### src/rtl/rx_fifo_pkg.sv
// Shared sizing, entry payload type and helpers for the receive byte-to-word FIFO.
package rx_fifo_pkg;

  localparam int unsigned DEPTH          = 8;
  localparam int unsigned PTR_W          = 3;
  localparam int unsigned WORD_W         = 32;
  localparam int unsigned BYTE_W         = 8;
  localparam int unsigned BYTES_PER_WORD = WORD_W / BYTE_W;
  localparam int unsigned SIDE_W         = 2;
  localparam int unsigned COUNT_W        = 3;
  localparam int unsigned OCC_W          = 4;

  // One committed word; cnt encodes the number of valid bytes, with 0 meaning all four.
  typedef struct packed {
    logic [WORD_W-1:0] word;
    logic [SIDE_W-1:0] cnt;
  } rx_entry_t;

  function automatic logic [COUNT_W-1:0] cnt_to_bytes(input logic [SIDE_W-1:0] cnt);
    return (cnt == '0) ? COUNT_W'(BYTES_PER_WORD) : COUNT_W'(cnt);
  endfunction

endpackage

### src/rtl/rx_comb_output.sv
// Full/empty decode from the head/tail pointers and their wrap toggles.
module rx_comb_output
  import rx_fifo_pkg::*;
(
  input  logic [PTR_W-1:0] tail_ptr,
  input  logic             tail_tog,
  input  logic [PTR_W-1:0] head_ptr,
  input  logic             head_tog,
  output logic             full,
  output logic             empty
);

  logic ptr_eq;

  assign ptr_eq = (tail_ptr == head_ptr);
  assign full   = ptr_eq && (tail_tog != head_tog);
  assign empty  = ptr_eq && (tail_tog == head_tog);

endmodule

### src/rtl/rx_fifo.sv
// Receive FIFO: packs bytes little-endian into 32-bit words and queues 8 words.
// Optional registered occupancy port is enabled by defining RX_FIFO_OCCUPANCY_EN.
module rx_fifo
  import rx_fifo_pkg::*;
(
  input  logic               clk,
  input  logic               rst,
  input  logic               clear,
  input  logic               w_enable,
  input  logic [BYTE_W-1:0]  w_data,
  input  logic               w_flush,
  input  logic               r_enable,
  output logic [WORD_W-1:0]  r_data,
  output logic [COUNT_W-1:0] r_count,
  output logic               full,
  output logic               empty,
  output logic               overrun
`ifdef RX_FIFO_OCCUPANCY_EN
  ,
  output logic [OCC_W-1:0]   occupancy
`endif
);

  rx_entry_t         mem [DEPTH];
  rx_entry_t         head_entry;
  logic [PTR_W-1:0]  tail_ptr;
  logic [PTR_W-1:0]  head_ptr;
  logic              tail_tog;
  logic              head_tog;
  logic [SIDE_W-1:0] tail_side;
  logic [WORD_W-1:0] staging;

  logic [WORD_W-1:0] staged_word;
  logic [SIDE_W-1:0] commit_cnt;
  logic              commit_req;
  logic              do_read;
  logic              commit_ok;
  logic              do_commit;
  logic              drop;

  rx_comb_output u_comb_output (
    .tail_ptr (tail_ptr),
    .tail_tog (tail_tog),
    .head_ptr (head_ptr),
    .head_tog (head_tog),
    .full     (full),
    .empty    (empty)
  );

  // Staging word with any same-cycle byte merged into its lane.
  always_comb begin
    staged_word = staging;
    for (int i = 0; i < BYTES_PER_WORD; i++) begin
      if (w_enable && (tail_side == SIDE_W'(i))) begin
        staged_word[i*BYTE_W +: BYTE_W] = w_data;
      end
    end
  end

  // Commit on the fourth byte or on a flush with something staged; a full FIFO
  // still accepts when a same-cycle read frees the head slot.
  always_comb begin
    commit_cnt = SIDE_W'(tail_side + SIDE_W'(w_enable));
    commit_req = (w_enable && (tail_side == SIDE_W'(BYTES_PER_WORD - 1))) ||
                 (w_flush && ((tail_side != '0) || w_enable));
    do_read    = r_enable && !empty;
    commit_ok  = !full || do_read;
    do_commit  = commit_req && commit_ok;
    drop       = commit_req && !commit_ok;
  end

  // Pointers: the toggle is the carry out of the 3-bit index.
  always_ff @(posedge clk) begin
    if (rst || clear) begin
      tail_ptr <= '0;
      tail_tog <= 1'b0;
      head_ptr <= '0;
      head_tog <= 1'b0;
    end else begin
      if (do_commit) begin
        {tail_tog, tail_ptr} <= (PTR_W + 1)'({tail_tog, tail_ptr} + 1'b1);
      end
      if (do_read) begin
        {head_tog, head_ptr} <= (PTR_W + 1)'({head_tog, head_ptr} + 1'b1);
      end
    end
  end

  // Staging register; emptied on every commit attempt, accepted or dropped.
  always_ff @(posedge clk) begin
    if (rst || clear) begin
      tail_side <= '0;
      staging   <= '0;
    end else if (commit_req) begin
      tail_side <= '0;
      staging   <= '0;
    end else if (w_enable) begin
      tail_side <= SIDE_W'(tail_side + 1'b1);
      staging   <= staged_word;
    end
  end

  always_ff @(posedge clk) begin
    if (rst || clear) begin
      overrun <= 1'b0;
    end else if (drop) begin
      overrun <= 1'b1;
    end
  end

  // Entry storage carries no reset; pointers define which entries are valid.
  always_ff @(posedge clk) begin
    if (do_commit && !rst && !clear) begin
      mem[tail_ptr] <= '{word: staged_word, cnt: commit_cnt};
    end
  end

  assign head_entry = mem[head_ptr];
  assign r_data     = empty ? '0 : head_entry.word;
  assign r_count    = empty ? '0 : cnt_to_bytes(head_entry.cnt);

`ifdef RX_FIFO_OCCUPANCY_EN
  always_ff @(posedge clk) begin
    if (rst || clear) begin
      occupancy <= '0;
    end else begin
      case ({do_commit, do_read})
        2'b10:   occupancy <= OCC_W'(occupancy + 1'b1);
        2'b01:   occupancy <= OCC_W'(occupancy - 1'b1);
        default: occupancy <= occupancy;
      endcase
    end
  end
`endif

endmodule

### config.mk
export PLATFORM = sky130hd
export DESIGN_NAME = rx_fifo
export DESIGN_NICKNAME = d
export VERILOG_FILES = /design/src/rtl/rx_fifo_pkg.sv /design/src/rtl/rx_comb_output.sv /design/src/rtl/rx_fifo.sv
export SDC_FILE = /design/constraint.sdc
export NUM_CORES = 1
export LEC_CHECK = 0
export BUFFER_PORTS_ARGS = -buffer_cell sky130_fd_sc_hd__buf_4
export CORE_MARGIN = 1.5
export CORE_UTILIZATION = 65
export CTS_CLUSTER_DIAMETER = 150
export DETAILED_ROUTE_END_ITERATION = 10
export PLACE_DENSITY_LB_ADDON = 0.12
export SLEW_MARGIN = 20
export SYNTH_ARGS = -nofsm -noshare
export SYNTH_HDL_FRONTEND = slang
export SYNTH_SLANG_ARGS = --single-unit
### constraint.sdc
create_clock -name clk -period 13.6 [get_ports clk]
set_input_delay 1.36 -clock clk [delete_from_list [all_inputs] [get_ports clk]]
set_output_delay 1.36 -clock clk [all_outputs]
set_load 0.005 [all_outputs]
==> metrics.md, run 1 <==
| Metric | Value |
|---|---|
| Compound-Gate Fraction of Synth Area | 0.8103% |
| Hold path cells | 2 |
| Leak Pwr | around 4.6 nW |
| Max_cap viols | 0 |
| Initial DRC count | 477 |
| CP Data Required Time | 12.24 ns |
| Met2 WL post-DR | between 10000 and 15000 um |
| Non-Filler Instances | roughly 960 |
| Switching Share | 18.82% |
| Post_cts resized | 0 |
| DRT Pass-1 Iters | 4 |
| Pins Over Slew Limit | 0 |
| Worst Setup End Kind | output pin |
| Die Area | 19840 um^2 |
| Register share of total power | between 50% and 60% |
| Die height | 140.9 um |
| Sw power | 372.0 uW |
| Core Util, Final | 75.48% |
| Initial antenna violation count | 0 |
| Post-synthesis instance area | 12350 um^2 |
| # port buffers | 51 |
| Crit path max fanout | 36 |
| Fin nets | 719 |
| Clock-pin slew on the worst setup and hold paths | 0.06 ns |
| Syn_area_per_cell | 19.42 um^2 |
| Total power | 1.977 mW |
| Vias in the first global route | 6403 |
| Slew HR | 28.40% |
| Status | completed |
| I/O Pins | 52 |
| Setup Viol. Count Final | 0 |
| Power Density | 140.5 nW/um^2 |
| Post-synthesis xor/xnor area fraction | 0.4254% |
| FF-to-FF Start | tail_side[0] |
| RSZ-0062 raised after global routing | no |
| Setup CP Type | reg2out |
| Final hold vios | 0 |
| Diodes inserted | 0 |
| Post-CTS setup buffers | 0 |
| H-tree depth | 1 |
| CP arrival | 3.21 ns |
| Antenna-violating nets left | 0 |
| Fraction of layout cells with a size suffix above 1 | 30.75% |
| Main combinational cell family by area after synthesis | multiplexers |
| Post-DP HPWL | 13220 um |
| Mux share of post-synthesis cell area | 18.39% |
| F_max | around 0.22 GHz |
| P&R area growth vs syn | 13.92% |
| Setup TNS | 0 ns |
| VDD IR max | roughly 0.00016 V |
| Site Rows | 50 |
| Startpoint class of the critical path | flop |
| Root Buffer | clkbuf_16 |
| Met3 WL | 1295 um |
| CP Capture Point | r_data[3] |
| GR Overflow Total | 0 |
| Die Wd | 140.9 um |
| Core Footprint | 18640 um^2 |
| Starting Density | roughly 66% |
| Min cycle time layout | 4.570 ns |
| Yosys warnings | 0 |
| DR top layer | met4 |
| Sequential area share after synthesis | roughly three quarters |
| Post-DR vias/cell | 6.368 |
| Max clock buf depth | 3 |
| DRC | 0 |
| Power share of the clock group | 43.8% |
| Final Cycle Share | 33.60% |
| Combinational power share | 2.7% |
| Worst skew pair latency | 0.54 ns |
| Post-synth cell types | 38 |
| Post-synthesis simple-gate area fraction | ~4.4% |
| Pin count of the biggest net entering global routing | 69 |
| CTS tree | built |
| Placed insts | 900 |
| First-pass GRT wire length | 37180 um |
| WL met1 | 10230 um |
| Final wirelength | between 20000 and 25000 um |
| Skew final | 0.009637 ns |
| FILL cells | 1025 |
| Drt wl/cell | 25.01 um |
| R2R setup slack | 10.30 ns |
| GPL Wtd Cong | 0.8208 |
| Inserted Clock Buffers | 30 |
| Via count | about 6100 |
| Internal power | ~1.6 mW |
| Measured slew at the worst slew-check pin | 1.074 ns |
| CTS sink cnt | 318 |
| Post-synth net total | 657 |
| Reg2Reg Depth | 7 |
| Hold Crit Class | reg2reg |
| Number of synthesized register bits | 318 |
| Mapped Cells | between 600 and 700 |
| Hold buffer count at CTS | 0 |
| GRT Total Usage | 25.37% |
| Post-synthesis adder-cell area fraction | less than 1% |
| RR Endpoint | mem[2][17] |
[registers in the layout, indices dropped and copies added, names as in the netlist, named ones only]
name	count
tail_ptr	3
staging	32
tail_side	2
mem	272
head_tog	1
overrun	1
head_ptr	3
tail_tog	1
[power by group through the flow]
stage	logic [mW]	clock network, mW	registers (mW)
after floorplan	0.0314	0	1.08
after global placement	0.0517	0	1.08
after detailed placement	0.0533	0	1.08
after CTS	0.0538	0.876	1.06
after global routing	0.0578	0.916	1.06
final	0.0535	0.865	1.06
[cells in the final DEF, fill, tap and decap left out, types with 10 or more instances in the layout]
master     synthesis  routed
mux2i_1           38      38
mux2_2            32      32
edfxtp_1         272     272
nand2_1           12      12
nor2_1            41      39
mux4_2            68      68
clkbuf_16          0      31
and3_1            32      32
buf_4              3      66
clkinv_1           1      10
dfxtp_1           46      43
[final cells by class]
class / count / area [um^2] / area share, %
Sequential cell: 318 / 9095 / 64.63
Timing Repair Buffer: 67 / 523.0 / 3.717
Tap cell: 234 / 292.8 / 2.081
Clock buffer: 37 / 798.3 / 5.673
Inverter: 7 / 26.28 / 0.1867
Multi-Input combinational cell: 274 / 3103 / 22.05
Clock inverter: 19 / 234.0 / 1.663
[per-layer routing]
metal / up-vias / GRT usage (%)
li1: 2671 / -
met1: 3180 / 36.51
met2: 193 / 41.20
met3: 44 / 3.940
met4: 0 / 7.621
met5: - / 0
[critical path, cell delays in order, from the launching register on]
cell	delay, ns
dfxtp_4	0.79
buf_4	0.70
mux4_2	0.59
mux2i_1	0.30
nor2_1	0.09
buf_4	0.18
[logic make-up after synthesis]
| group | count (synthesis) |
|---|---|
| and+or+nand+nor | 107 |
| muxes | 138 |
| AOI/OAI and AO/OA | 16 |
| buffers and inverters | 44 |
| xor gates and xnor gates | 6 |
| DFF | 318 |
| adders and majority gates | 7 |
[per-stage QoR]
step                      area, um^2  setup slack [ns]  hold WS (ns)
after floorplan                12350             7.855        0.4582
after global placement         13010             9.576        0.4615
after detailed placement       13040             9.538        0.4668
after CTS                      14070             8.942        0.4959
after global routing           14070             8.773        0.5247
final                          14070             9.030        0.5008
[how the worst min path moves through the flow]
stage / startpoint / endpoint / slack, ns
global route: overrun / overrun / 0.52
detailed placement: overrun / overrun / 0.47
finish: overrun / overrun / 0.50
CTS: overrun / overrun / 0.50
global placement: overrun / overrun / 0.46
floorplan: tail_tog / tail_tog / 0.46
[synthesized netlist by cell type, drive strengths merged]
cell | instances | share of area, %
edfxtp | 272 | 66
mux4 | 68 | 12
dfxtp | 46 | 7.5
nor2 | 41 | 1.2
mux2i | 38 | 3.1
and3 | 32 | 1.6
mux2 | 32 | 2.9
buf | 26 | 1.2
nand2 | 12 | 0.36
clkbuf | 11 | 0.33
ha | 7 | 0.71
inv | 6 | 0.18
a21oi | 5 | 0.20
nor4 | 4 | 0.20
o21ai | 4 | 0.16
xnor2 | 4 | 0.28
nand3 | 3 | 0.12
or3 | 3 | 0.15
nand4 | 2 | 0.10
nor3 | 2 | 0.081
o2111ai | 2 | 0.14
o31ai | 2 | 0.12
or4 | 2 | 0.12
xor2 | 2 | 0.14
a211o | 1 | 0.071
a31oi | 1 | 0.051
and2 | 1 | 0.051
and4b | 1 | 0.081
clkinv | 1 | 0.030
nand2b | 1 | 0.051
nand3b | 1 | 0.061
nor3b | 1 | 0.061
o211ai | 1 | 0.061
or2 | 1 | 0.051
Note: power is estimated with default switching activity, not from simulation.
==> run 2, diff against run 1 <==
--- a/config.mk
+++ b/config.mk
@@ -5,9 +5,10 @@
 export SDC_FILE = /design/constraint.sdc
 export NUM_CORES = 1
 export LEC_CHECK = 0
+export ABC_AREA = 1
 export BUFFER_PORTS_ARGS = -buffer_cell sky130_fd_sc_hd__buf_4
 export CORE_MARGIN = 1.5
-export CORE_UTILIZATION = 65
+export CORE_UTILIZATION = 61
 export CTS_CLUSTER_DIAMETER = 150
 export DETAILED_ROUTE_END_ITERATION = 10
 export PLACE_DENSITY_LB_ADDON = 0.12
==> constraint.sdc (replaced) <==
create_clock -name clk -period 4.25 [get_ports clk]
set_input_delay 0.425 -clock clk [delete_from_list [all_inputs] [get_ports clk]]
set_output_delay 0.425 -clock clk [all_outputs]
set_load 0.005 [all_outputs]
==> run 2 against run 1 <==
Synthesized cell count rose by 81%. Die area rose by 12%. Clock power rose to 3.1 times the previous value. Clock skew fell by 0.0014 ns. Sequential power rose to 3.2 times the previous value. Via count rose by 39%. Worst hold slack got worse by 0.31 ns. Sequential share of layout area fell by 2.5 points. Utilization fell by 5.7 points. Critical path depth rose by 1. Count of clock-buffer cells in the layout rose by 9. Flip-flop and latch count did not move. Critical endpoint is now r_count[1].
==> metrics.md, run 2 <==
| Metric | Value |
|---|---|
| Post-synth cell types | 32 (was 38) |
| Status | completed (unchanged) |
| Startpoint class of the critical path | flop (unchanged) |
| Final hold vios | 0 (unchanged) |
| Design Area, Final | 14630 um^2 (was 14070 um^2) |
| F_max | ~0.34 GHz |
| Pins Over Slew Limit | 0 (unchanged) |
| First-pass GRT wire length | 43950 um (was 37180 um) |
| Fin nets | 1208 (was 719) |
| Crit path max fanout | 44 (was 36) |
| Post-CTS setup buffers | 0 (unchanged) |
| Power Density | 431.8 nW/um^2 (was 140.5 nW/um^2) |
| Mux share of post-synthesis cell area | 0% (was 18.39%) |
| Setup CP Type | reg2out (unchanged) |
| Main combinational cell family by area after synthesis | simple AND/OR/NAND/NOR gates (was multiplexers) |
| Post-DP HPWL | 16340 um (was 13220 um) |
| Drt wl/cell | 19.15 um (was 25.01 um) |
| Combinational power share | 4.3% (was 2.7%) |
| Max clock buf depth | 3 (unchanged) |
| Async SR Flop Fraction | 0% (unchanged) |
| GPL Wtd Cong | 0.7860 (was 0.8208) |
| CP Data Required Time | 3.83 ns (was 12.24 ns) |
| GR Overflow Total | 0 (unchanged) |
| Starting Density | 61.87% (was 66.26%) |
| Count leader, synth | nand2_1 (was edfxtp_1) |
| Number of synthesized register bits | 318 (unchanged) |
| DRT Pass-1 Iters | 5 (was 4) |
| Switching Share | 20.39% (was 18.82%) |
| Inserted Clock Buffers | 30 (unchanged) |
| Slew HR | 31.41% (was 28.40%) |
| Most instantiated cells after synthesis | nand2_1, edfxtp_1, nand3_1, a21oi_1, inv_1 (was edfxtp_1, mux4_2, dfxtp_1, nor2_1, mux2i_1) |
| Post-DR vias/cell | 5.702 (was 6.368) |
| Final Cycle Share | 69.73% |
| Diodes inserted | 0 (unchanged) |
| Final wirelength | 28440 um (was 23910 um) |
| Register share of total power | 53.6% (was 53.5%) |
| RSZ-0062 raised after global routing | no (unchanged) |
| Area share of the largest cell type after synthesis | 63.00% (was 66.12%) |
| Hold Crit Class | in2reg (was reg2reg) |
| Sequential area share after synthesis | 70.10% (was 73.57%) |
| Worst hold slack | 0.1957 ns (was 0.5008 ns) |
| Min cycle time layout | just under 3 ns |
| Mapped Cells | 1149 (was 636) |
| Vias in the first global route | 8104 (was 6403) |
| Core Util, Final | 69.82% (was 75.48%) |
| Largest reg by FF count | mem (unchanged) |
| Worst Setup End Kind | output pin (unchanged) |
| Post-synth EDFFs | 272 (unchanged) |
| Post-synthesis xor/xnor area fraction | 0.5308% (was 0.4254%) |
| Most frequent cells in the layout | nand2_1, edfxtp_1, nand3_1 (was edfxtp_1, mux4_2, buf_4) |
| Placed insts | 1428 (was 900) |
| Initial DRC count | 623 (was 477) |
| CTS sink cnt | 318 (unchanged) |
| Post-synth net total | 1170 (was 657) |
| Setup ws final | 1.286 ns (was 9.030 ns) |
| Commonest non-fill, non-tap cell in the layout | nand2_1 (was edfxtp_1) |
| H-tree depth | 1 (unchanged) |
| CTS tree | built (unchanged) |
| Power share of the clock group | 42.0% (was 43.8%) |
| GRT Total Usage | 26.11% (was 25.37%) |
| Post_cts resized | 0 (unchanged) |
| Synth area leaders | edfxtp_1, nand2_1, dfxtp_1 (was edfxtp_1, mux4_2, dfxtp_1) |
| Die height | 148.8 um (was 140.9 um) |
| Die Wd | 148.8 um (was 140.9 um) |
| I/O Pins | 52 (unchanged) |
| Dpl cell area | 13590 um^2 (was 13040 um^2) |
| Antenna-violating nets left | 0 (unchanged) |
| Setup Viol. Count Final | 0 (unchanged) |
| Post-synthesis simple-gate area fraction | 19.43% (was 4.365%) |
| Setup TNS | 0 ns (unchanged) |
| Clock-pin slew on the worst setup and hold paths | 0.06 ns (about the same) |
| Core Footprint | 20960 um^2 (was 18640 um^2) |
| Post-synthesis instance area | 12960 um^2 (was 12350 um^2) |
| R2R setup slack | 1.32 ns (was 10.30 ns) |
| Measured slew at the worst slew-check pin | 1.029 ns (was 1.074 ns) |
| Non-Filler Instances | 1485 (was 956) |
| # port buffers | 51 (unchanged) |
| Slowest stage delay, CP | 0.72 ns (was 0.79 ns) |
| Root Buffer | clkbuf_16 (unchanged) |
| Yosys warnings | 0 (unchanged) |
| P&R area growth vs syn | 12.85% (was 13.92%) |
| Leak Pwr | 5.745 nW (was 4.600 nW) |
| DRC | 0 (unchanged) |
| Max reg flops | 272 (unchanged) |
| Via count | 8467 (was 6088) |
| Post-synthesis adder-cell area fraction | 0.6755% (was 0.7090%) |
| VDD IR max | 0.0003479 V (was 0.0001594 V) |
| Max_cap viols | 0 (unchanged) |
| Syn_area_per_cell | 11.28 um^2 (was 19.42 um^2) |
| Main synth FF type | edfxtp_1 (unchanged) |
| Worst-path cell with the longest stage delay | inv_2 (was dfxtp_4) |
| Skew final | 0.008284 ns (was 0.009637 ns) |
| Sw power | 1.288 mW (was 372.0 uW) |
| Compound-Gate Fraction of Synth Area | 4.623% (was 0.8103%) |
| Total power | 6.317 mW (was 1.977 mW) |
| Hold buffer count at CTS | 0 (unchanged) |
| Worst-path cell chain | inv_2 > o21ai_0 > o22ai_1 > nand2_1 > a21oi_1 > buf_4 (was buf_4 > mux4_2 > mux2i_1 > nor2_1 > buf_4) |
| Pre-CTS worst setup slack | 1.354 ns (was 9.538 ns) |
| Worst skew pair latency | 0.55 ns (was 0.54 ns) |
| Die Area | 22140 um^2 (was 19840 um^2) |
| Yosys top cell by area | edfxtp_1 (unchanged) |
| Largest regs | mem: 272 flops, staging: 32 flops (unchanged) |
| Initial antenna violation count | 0 (unchanged) |
| Fraction of layout cells with a size suffix above 1 | 14.30% (was 30.75%) |
| Internal power | 5.029 mW (was 1.605 mW) |
| CP arrival | 2.54 ns (was 3.21 ns) |
| Site Rows | 53 (was 50) |
| Pin count of the biggest net entering global routing | 74 (was 69) |
[run 2: cell count changes after synthesis, moves of 21 or more]
cell,change
a21oi_1,+68
and3_1,-32
inv_1,+61
mux2_2,-32
mux2i_1,-38
mux4_2,-68
nand2_1,+298
nand3_1,+138
nor2_1,+21
nor3_2,+27
o21ai_0,+36
[run 2: final cells by class]
cell class	instances	area [um^2]
fillers	1531	6325
clock inverters	9	93.84
inverters	75	286.5
well taps	275	344.1
repair buffers	69	583.1
multi-input cells	693	3334
clock buffers	46	893.4
flip-flops and latches	318	9095
[run 2: metal layers]
layer | wire (um) | track usage, % | share of wire (%)
met1 | 12080 | 35.28 | 42
met2 | 14300 | 44.93 | 50
met3 | 1415 | 3.364 | 5.0
met4 | 649 | 7.327 | 2.3
met5 | 0 | 0 | 0
[run 2: critical path: cells and delay by family (launching register included)]
| kind | cells | cell delay [ns] |
|---|---|---|
| buffers and inverters | 2 | 0.87 |
| AO/OA/AOI/OAI | 3 | 0.68 |
| flip-flops | 1 | 0.32 |
| AND/OR/NAND/NOR | 1 | 0.10 |
[run 2: logic make-up after synthesis]
logic type,Yosys count
adder cells (fa/ha/maj),7
AO/OA/AOI/OAI,119
buffers and inverters,138
flip-flops,318
AND/OR/NAND/NOR,560
XOR/XNOR,7
[run 2: worst paths after layout]
check,start,endpoint,cells after the start
worst max-delay path,flop,r_count[1],6
worst min-delay path,clear,tail_ptr[1],4
worst max register to register,tail_side[0],mem[0][32],10
worst min register to register,overrun,overrun,2
[run 2: power groups by stage]
stage          combinational [mW]  clock, mW  sequential (mW)
2_1_floorplan               0.167          0             3.45
3_3_place_gp                0.269          0             3.45
3_5_place_dp                0.274          0             3.46
4_1_cts                     0.275       2.68             3.39
5_1_grt                     0.301       2.80             3.39
6_report                    0.274       2.65             3.39
